==> src/rtl/afe_pkg.sv <==
// Shared constants and state encoding for the AFE injection sequencer.
package afe_pkg;

  localparam int unsigned CNT_W  = 16;
  localparam int unsigned NINJ_W = 8;

  localparam logic [CNT_W-1:0] TOT_SAT = {CNT_W{1'b1}};

  typedef enum logic [1:0] {
    IDLE   = 2'd0,
    INJ_HI = 2'd1,
    INJ_LO = 2'd2,
    FIN    = 2'd3
  } state_t;

endpackage

==> src/rtl/afe_sync2.sv <==
// Two-flop synchronizer for an asynchronous single-bit input.
module afe_sync2 (
  input  logic clk,
  input  logic rst_n,
  input  logic d,
  output logic q
);

  logic meta;

  always_ff @(posedge clk or negedge rst_n) begin
    if (!rst_n) begin
      meta <= 1'b0;
      q    <= 1'b0;
    end else begin
      meta <= d;
      q    <= meta;
    end
  end

endmodule

==> src/rtl/afe_inj_seq.sv <==
// Charge-injection sequencer: INJ pulse train plus hit count and TOT per scan.
// Define AFE_INJ_TOT_EN to build the TOT counter; otherwise TOT_LAST reads 0.
module afe_inj_seq
  import afe_pkg::*;
(
  input  logic              CLK,
  input  logic              RST_B,
  input  logic              START,
  input  logic              ABORT,
  input  logic [CNT_W-1:0]  PERIOD,
  input  logic [CNT_W-1:0]  WIDTH,
  input  logic [NINJ_W-1:0] NINJ,
  input  logic              COMP,
  output logic              INJ,
  output logic              BUSY,
  output logic              DONE,
  output logic [NINJ_W-1:0] HIT_CNT,
  output logic [CNT_W-1:0]  TOT_LAST
);

  state_t            state;
  logic [CNT_W-1:0]  cnt;
  logic [CNT_W-1:0]  w_r;
  logic [CNT_W-1:0]  l_r;
  logic [NINJ_W-1:0] rem;
  logic [CNT_W-1:0]  w_c;
  logic [CNT_W-1:0]  l_c;
  logic              comp_s;
  logic              comp_d;
  logic              hit_seen;
  logic              start_ok;
  logic              run_ok;
  logic              cyc_end;
  logic              new_hit;

  afe_sync2 u_sync (
    .clk   (CLK),
    .rst_n (RST_B),
    .d     (COMP),
    .q     (comp_s)
  );

  // Effective high/low phase lengths; low phase is never shorter than one cycle.
  always_comb begin
    w_c = (WIDTH == '0) ? CNT_W'(1) : WIDTH;
    l_c = (PERIOD > w_c) ? (PERIOD - w_c) : CNT_W'(1);
  end

  assign start_ok = (state == IDLE) && START && !ABORT;
  assign run_ok   = ((state == INJ_HI) || (state == INJ_LO)) && !ABORT;
  assign cyc_end  = (state == INJ_LO) && (cnt == '0) && !ABORT;
  assign new_hit  = run_ok && comp_s && !comp_d && !hit_seen;

  always_ff @(posedge CLK or negedge RST_B) begin
    if (!RST_B) begin
      state <= IDLE;
      cnt   <= '0;
      w_r   <= '0;
      l_r   <= '0;
      rem   <= '0;
      INJ   <= 1'b0;
      BUSY  <= 1'b0;
      DONE  <= 1'b0;
    end else begin
      DONE <= 1'b0;
      case (state)
        IDLE: begin
          if (start_ok) begin
            if (NINJ != '0) begin
              state <= INJ_HI;
              w_r   <= w_c;
              l_r   <= l_c;
              rem   <= NINJ;
              cnt   <= w_c - CNT_W'(1);
              INJ   <= 1'b1;
              BUSY  <= 1'b1;
            end else begin
              state <= FIN;
              DONE  <= 1'b1;
            end
          end
        end
        INJ_HI: begin
          if (ABORT) begin
            state <= IDLE;
            INJ   <= 1'b0;
            BUSY  <= 1'b0;
          end else if (cnt == '0) begin
            state <= INJ_LO;
            INJ   <= 1'b0;
            cnt   <= l_r - CNT_W'(1);
          end else begin
            cnt <= cnt - CNT_W'(1);
          end
        end
        INJ_LO: begin
          if (ABORT) begin
            state <= IDLE;
            INJ   <= 1'b0;
            BUSY  <= 1'b0;
          end else if (cnt == '0) begin
            if (rem > NINJ_W'(1)) begin
              state <= INJ_HI;
              INJ   <= 1'b1;
              cnt   <= w_r - CNT_W'(1);
              rem   <= rem - NINJ_W'(1);
            end else begin
              state <= FIN;
              BUSY  <= 1'b0;
              DONE  <= 1'b1;
            end
          end else begin
            cnt <= cnt - CNT_W'(1);
          end
        end
        FIN:     state <= IDLE;
        default: state <= IDLE;
      endcase
    end
  end

  // One hit per injection cycle, on the first comp_s rising edge.
  always_ff @(posedge CLK or negedge RST_B) begin
    if (!RST_B) begin
      comp_d   <= 1'b0;
      hit_seen <= 1'b0;
      HIT_CNT  <= '0;
    end else begin
      comp_d <= comp_s;
      if (start_ok) begin
        hit_seen <= 1'b0;
        HIT_CNT  <= '0;
      end else if (run_ok) begin
        if (new_hit) HIT_CNT <= HIT_CNT + NINJ_W'(1);
        if (cyc_end)      hit_seen <= 1'b0;
        else if (new_hit) hit_seen <= 1'b1;
      end
    end
  end

`ifdef AFE_INJ_TOT_EN
  logic [CNT_W-1:0] tot;
  logic [CNT_W-1:0] tot_nx;
  logic             tot_run;
  logic [CNT_W-1:0] tot_last;

  // TOT including the current sample, so the cycle-end edge is counted too.
  always_comb begin
    tot_nx = tot;
    if (new_hit)                tot_nx = CNT_W'(1);
    else if (tot_run && comp_s) tot_nx = (tot == TOT_SAT) ? tot : tot + CNT_W'(1);
  end

  always_ff @(posedge CLK or negedge RST_B) begin
    if (!RST_B) begin
      tot      <= '0;
      tot_run  <= 1'b0;
      tot_last <= '0;
    end else if (start_ok) begin
      tot      <= '0;
      tot_run  <= 1'b0;
      tot_last <= '0;
    end else if (run_ok) begin
      if (cyc_end) begin
        tot     <= '0;
        tot_run <= 1'b0;
        if (hit_seen || new_hit) tot_last <= tot_nx;
      end else begin
        tot     <= tot_nx;
        tot_run <= new_hit || (tot_run && comp_s);
      end
    end
  end

  assign TOT_LAST = tot_last;
`else
  assign TOT_LAST = '0;
`endif

endmodule

==> config.mk <==
export PLATFORM = sky130hd
export DESIGN_NAME = afe_inj_seq
export DESIGN_NICKNAME = d
export VERILOG_FILES = /design/src/rtl/afe_pkg.sv /design/src/rtl/afe_sync2.sv /design/src/rtl/afe_inj_seq.sv
export SDC_FILE = /design/constraint.sdc
export NUM_CORES = 1
export LEC_CHECK = 0
export BUFFER_PORTS_ARGS = -buffer_cell sky130_fd_sc_hd__buf_2
export CORE_MARGIN = 3
export CORE_UTILIZATION = 40
export DETAILED_ROUTE_END_ITERATION = 10
export GPL_TIMING_DRIVEN = 0
export PLACE_DENSITY = 0.68
export SETUP_SLACK_MARGIN = 0.15
export SLEW_MARGIN = 15
export SYNTH_ARGS = -nofsm -noshare
export SYNTH_HDL_FRONTEND = slang
export SYNTH_HIERARCHICAL = 1
export SYNTH_SLANG_ARGS = --single-unit
==> constraint.sdc <==
create_clock -name CLK -period 2.26 [get_ports CLK]
set_input_delay 0.113 -clock CLK [delete_from_list [all_inputs] [get_ports CLK]]
set_output_delay 0.113 -clock CLK [all_outputs]
set_load 0.1 [all_outputs]
; After elaboration in Yosys (flattened, before gate mapping)
; Index checks and enable logic that the tools add are counted.
[op_classes]
addsub = 7
order_cmp = 2
n_eq_ne = 15
n_mux = 50
n_reduce_logical = 29
[op_table]
columns = op, count
row1 = two-way mux 16 bit, 9
row2 = two-way mux 8 bit, 8
row3 = subtractor 16 x 1 -> 16 bit (second input constant), 4
row4 = one-hot mux 16 bit (3 select lines), 1
row5 = logical NOT 16 bit, 2
row6 = AND reduction 6 bit, 4
row7 = two-way mux 1 bit, 20
row8 = > comparator 16 bit, 1
row9 = one-hot mux 8 bit (2 select lines), 1
row10 = subtractor 16 bit, 1
row11 = two-way mux 2 bit, 7
row12 = inequality test 3 x 2 -> 1 bit (second input constant), 4
row13 = adder 8 x 1 -> 8 bit (second input constant), 1
row14 = > comparator 8 x 1 -> 1 bit (second input constant), 1
row15 = logical AND 1 bit, 8
row16 = inequality test 2 bit (second input constant), 4
row17 = one-hot mux 2 bit (4 select lines), 1
row18 = nonzero test 8 bit, 1
row19 = subtractor 8 x 1 -> 8 bit (second input constant), 1
row20 = inequality test 2 x 1 -> 1 bit (second input constant), 3
row21 = one-hot mux 1 bit (3 select lines), 2
row22 = AND reduction 3 bit, 2
row23 = nonzero test 2 bit, 3
row24 = nonzero test 3 bit, 2
row25 = 8 further kinds, 12
[totals]
regBits = 73
in_bits = 45
out_inout_bits = 27
word_cells = 116

; Depth between registers and ports, before layout
[logic_depth]
word_depth = 10
depth_mapped = 14
mapped_depth_nobuf = 12

; Cells and area by module
; The synthesis kept the hierarchy.
[by_module_without_submodules]
columns = mod, instances, cells_each, area_per_inst_um2, seq_area_each_um2
row1 = afe_inj_seq, 1, 678, 5820.6, 1776.7
row2 = afe_sync2, 1, 2, 50.0, 50.0

; Least setup slack after synthesis
; OpenSTA, ideal clock, no wires.
[synth_timing]
path_type = input to register
startpoint = in WIDTH[13]
endpoint = reg l_r[8]
setup_ns = 0.121
t_arrival_ns = 2.965
required_ns = 2.139
setup_slack_ns = -0.826
path_stages = 14
path_buffers = 2
cell_sequence = or4_1 -> nor4b_2 -> a21o_1 -> ha_1 -> inv_1 -> fa_1 -> nand3_1 -> a211oi_1 -> o22ai_1 -> o21ai_0 -> and2_1 -> clkbuf_1 -> buf_2 -> a22o_2
[synth_via]
elab_chain_cells = 4
word_cells_on_any_way = 5
classes_between = add/sub: 1 / order compare: 1 / mux: 2 / reduce/logical: 1
[synth_rtl]
columns = element, line_no
row1 = start: declaration, afe_inj_seq.sv:11  ; input logic [CNT_W-1:0] WIDTH,
row2 = logical NOT 16 bit (*), afe_inj_seq.sv:45  ; w_c = (WIDTH == '0) ? CNT_W'(1) : WIDTH;
row3 = two-way mux 16 bit (*), afe_inj_seq.sv:45
row4 = named net w_c[0], afe_inj_seq.sv:26  ; logic [CNT_W-1:0] w_c;
row5 = subtractor 16 bit or > comparator 16 bit (tied branches), afe_inj_seq.sv:46  ; l_c = (PERIOD > w_c) ? (PERIOD - w_c) : CNT_W'(1);
row6 = two-way mux 16 bit (*), afe_inj_seq.sv:46
row7 = end signal: assignment, afe_inj_seq.sv:72  ; l_r <= l_c;
row8 = end: declaration, afe_inj_seq.sv:24  ; logic [CNT_W-1:0] l_r;
; The timed path passes the listed nets; every way through them passes the cells marked *.
; A chain may end at the register's enable or synchronous reset.

; Final worst setup path
[layout_timing]
startpoint = in WIDTH[7]
endpoint = reg l_r[14]
; Same word-level chain as after synthesis.

==> metrics.md <==
| Metric | Value |
|---|---|
| Status | `finished, violations left` |
| Failing checks | `negative setup slack` |
| TritonRoute pass-1 iters | `5` |
| CTS Buf Count | `9` |
| Tcrit/Tclk final | `128%` |
| Crit end category | `register` |
| IO buf count | `55` |
| Crit path cell chain | `buf_6 -> or4_4 -> nor4b_4 -> a21o_1 -> ha_2 -> inv_2 -> fa_2 -> nand3_4 -> a31oi_4 -> o211ai_1 -> a21oi_1 -> or3_1 -> a32o_1` |
| Final wirelength | `18.9 mm` |
| CP Data Arrival Time | `3130 ps` |
| Max cap viols | `0` |
| Hold Path Origin | `NINJ[6]` |
| Slowest cell on the critical path | `or4_4` |
| Switching Share | `45.9%` |
| CP delay by family, top | `simple AND/OR/NAND/NOR gates` |
| Worst skew pair latency | `350 ps` |
| RSZ-0062 raised after global routing | `true` |
| Area occupied by multi-input gates | `4210 sq um` |
| # DRC | `0` |
| CP startpoint kind | `input pin` |
| Final setup margin | `-637 ps` |
| Sequential fraction of the synthesis area | `31.1%` |
| Synth warnings | `6` |
| Max clock buf depth | `2` |
| Num rows | `43` |
| CTS sink count | `73` |
| ANT cells | `0` |
| All-layer global routing usage | `22.5%` |
| Initial Util | `41.6%` |
| Final HPWL DP | `12.8 mm` |
| Vias | `5969` |
| Worst Setup SP | `WIDTH[7]` |
| Compound-cell area share of the yosys netlist | `22.9%` |
| Mapped cell area | `5870 sq um` |
| Most common cell after layout, fill and taps aside | `buf_4` |
| Routed Antenna Nets | `0` |
| CTS root buf | `clkbuf_16` |
| Placed instance area | `6560 sq um` |
| Async set or reset register ratio after synthesis | `100%` |
| P&R area growth vs syn | `37.3%` |
| Layout cells sized above 1 | `34.3%` |
| Synth Area in XOR/XNOR | `8.21%` |
| Power density over the cells | `1260 nW/um^2` |
| Worst EP required | `2490 ps` |
| Number of DRC markers in iteration 0 | `529` |
| Comb pwr share | `59.7%` |
| Final #Nets | `913` |
| Number of I/O pins | `72` |
| CTS tree | `done` |
| H-tree depth | `3` |
| Leak | `3.54 nW` |
| DIE HEIGHT | `127 um` |
| Type of the most critical hold path | `input pin to register` |
| Sequential cell area | `1830 sq um` |
| Yosys top cell by area | `dfrtp_1` |
| First-pass GRT wire length | `29.1 mm` |
| Global route total overflow | `0` |
| Clk_skew | `8.79 ps` |
| Core Box Area | `14100 sq um` |
| NetSw | `0.00467 W` |
| Main combinational cell family by area after synthesis | `compound AO/OA/AOI/OAI gates` |
| DR WL/cell | `18.5 um` |
| Netlist cell types | `77` |
| Post-Synth Adder-Cell Area | `6.52%` |
| Buf/Inv on CP | `2` |
| Number of vias per cell | `5.83` |
| Final Hold Viols | `0` |
| Max-slew headroom | `61.8%` |
| Most frequent cells in the layout | `buf_4, dfrtp_1, nand2_1, buf_2, o21ai_0` |
| Cell area after layout | `8060 sq um` |
| Vias in the first global route | `5648` |
| Die area | `16200 sq um` |
| Synth top area share | `31.1%` |
| GP Congestion | `0.915` |
| Main flop type after synthesis | `dfrtp_1` |
| Synth Instances | `680` |
| Slowest stage delay, CP | `560 ps` |
| Mux share of post-synthesis cell area | `1.92%` |
| Die Wd | `127 um` |
| Initial antenna violation count | `0` |
| Crit path kind | `input pin to register` |
| Sequential share of power | `26.1%` |
| Synth area leaders | `dfrtp_1, ha_1, o21ai_0, nand2_1, xnor2_1` |
| Max Clock Freq | `345 MHz` |
| CTS clk-pin slew, worst paths | `60 ps` |
| Largest net degree at the start of global routing | `40` |
| Count of final setup violators | `23` |
| Tmin final | `2900 ps` |
| Max-slew violation count | `0` |
| Max Fanout on Critical Path | `3` |
| Syn_area_per_cell | `8.63 sq um` |
| Clock power share | `14.2%` |
| Synthesized flop and latch total | `73` |
| Fillcell total | `1270` |
| Number of flops mapped to enable cells by yosys | `0` |
| Internal | `0.00551 W` |
| Peak VDD IR | `0.673 mV` |
| Reg2reg start | `l_r[8]` |
| Actual slew at the worst max-slew pin | `568 ps` |
| Setup TNS | `-9670 ps` |
| Post-synthesis simple-gate area fraction | `22.1%` |
[logic make-up (layout without fill, tap and decap cells)]
family	count (synthesis)	after routing
compound gates	192	192
xor+xnor	55	55
simple gates	241	241
flops	73	73
mux	11	11
fa+ha+maj	30	30
buf+inv	77	225
other cells	1	16
[power groups by stage]
| stage | sequential (W) | clock [W] | combinational [W] |
|---|---|---|---|
| 3_3_place_gp | 0.00257 | 0 | 0.00416 |
| 2_1_floorplan | 0.00257 | 0 | 0.00307 |
| 3_5_place_dp | 0.00258 | 0 | 0.00421 |
| 5_1_grt | 0.00273 | 0.00153 | 0.00646 |
| 6_report | 0.00265 | 0.00145 | 0.00608 |
| 4_1_cts | 0.00260 | 0.00147 | 0.00525 |
[cell type report]
cell class              instances  share of cell area (%)
repair buffers                132                    12.6
flip-flops and latches         73                    22.7
multi-input cells             545                    52.2
plain buffers                  42                    4.31
clock inverters                 5                   0.683
inverters                      35                    1.66
clock buffers                  11                    3.01
well taps                     180                    2.79
[state kept, by name, indices dropped and copies added (netlist names)]
register / count
w_r: 16
DONE: 1
cnt: 16
u_sync/meta: 1
state: 2
hit_seen: 1
l_r: 16
comp_d: 1
u_sync/q: 1
BUSY: 1
INJ: 1
HIT_CNT: 8
rem: 8
[synth_stat cells, types with 7 or more instances]
cell type / count
a22oi_1: 7
dfrtp_1: 73
a21oi_1: 27
nor3_1: 24
clkbuf_1: 15
buf_4: 16
mux2i_1: 9
nand3_1: 18
ha_1: 29
nor2_1: 46
o21ai_0: 55
or3_1: 14
nor4_1: 11
a31oi_1: 7
inv_1: 35
nand2_1: 70
xnor2_1: 30
clkbuf_8: 7
xor2_1: 25
a22o_1: 11
[tightest hold or removal path, stage by stage]
cell and delay, ps:
buf_2 100, inv_1 60, a221oi_2 60
[stage by stage]
step                      hold WS (ps)  total power [W]  utilization, %  std cells  worst slack, ps
after floorplan                   -183          0.00564               -        695             -640
after global placement             242          0.00673            46.4        930            -1170
after detailed placement           133          0.00679            46.6        931            -1210
after CTS                         19.8          0.00932            54.1        998             -617
after global routing              25.5           0.0107            57.2       1023             -740
final                             27.8           0.0102            57.2       1023             -637
[path summary, 6_finish.rpt]
kind                              end  slack, ps  cells after the start
min                            rem[6]         30                      3
min reg2reg                  u_sync/q        350                      0
max reg2reg                   cnt[13]       -190                      6
min in group asynchronous  HIT_CNT[4]        290                      2
max in group asynchronous      l_r[5]       1390                      3
max                           l_r[14]       -640                     13
[what timing repair did]
action	CTS	global route
endpoints found under the hold margin	39	0
cloned	1	2
hold buffers	2	0
pin swaps	33	33
setup endpoints to repair	66	62
buffers inserted	48	23
resized for setup	78	65
[routing by layer]
layer | share of wire [%] | track usage (%) | vias to the layer above
met5 | 0 | 0 | -
met4 | 2.5 | 7.00 | 0
met3 | 7.1 | 5.14 | 38
met2 | 48 | 36.5 | 249
met1 | 43 | 30.0 | 2877
li1 | - | - | 2805
No activity file was read; power rests on OpenSTA's default activity.
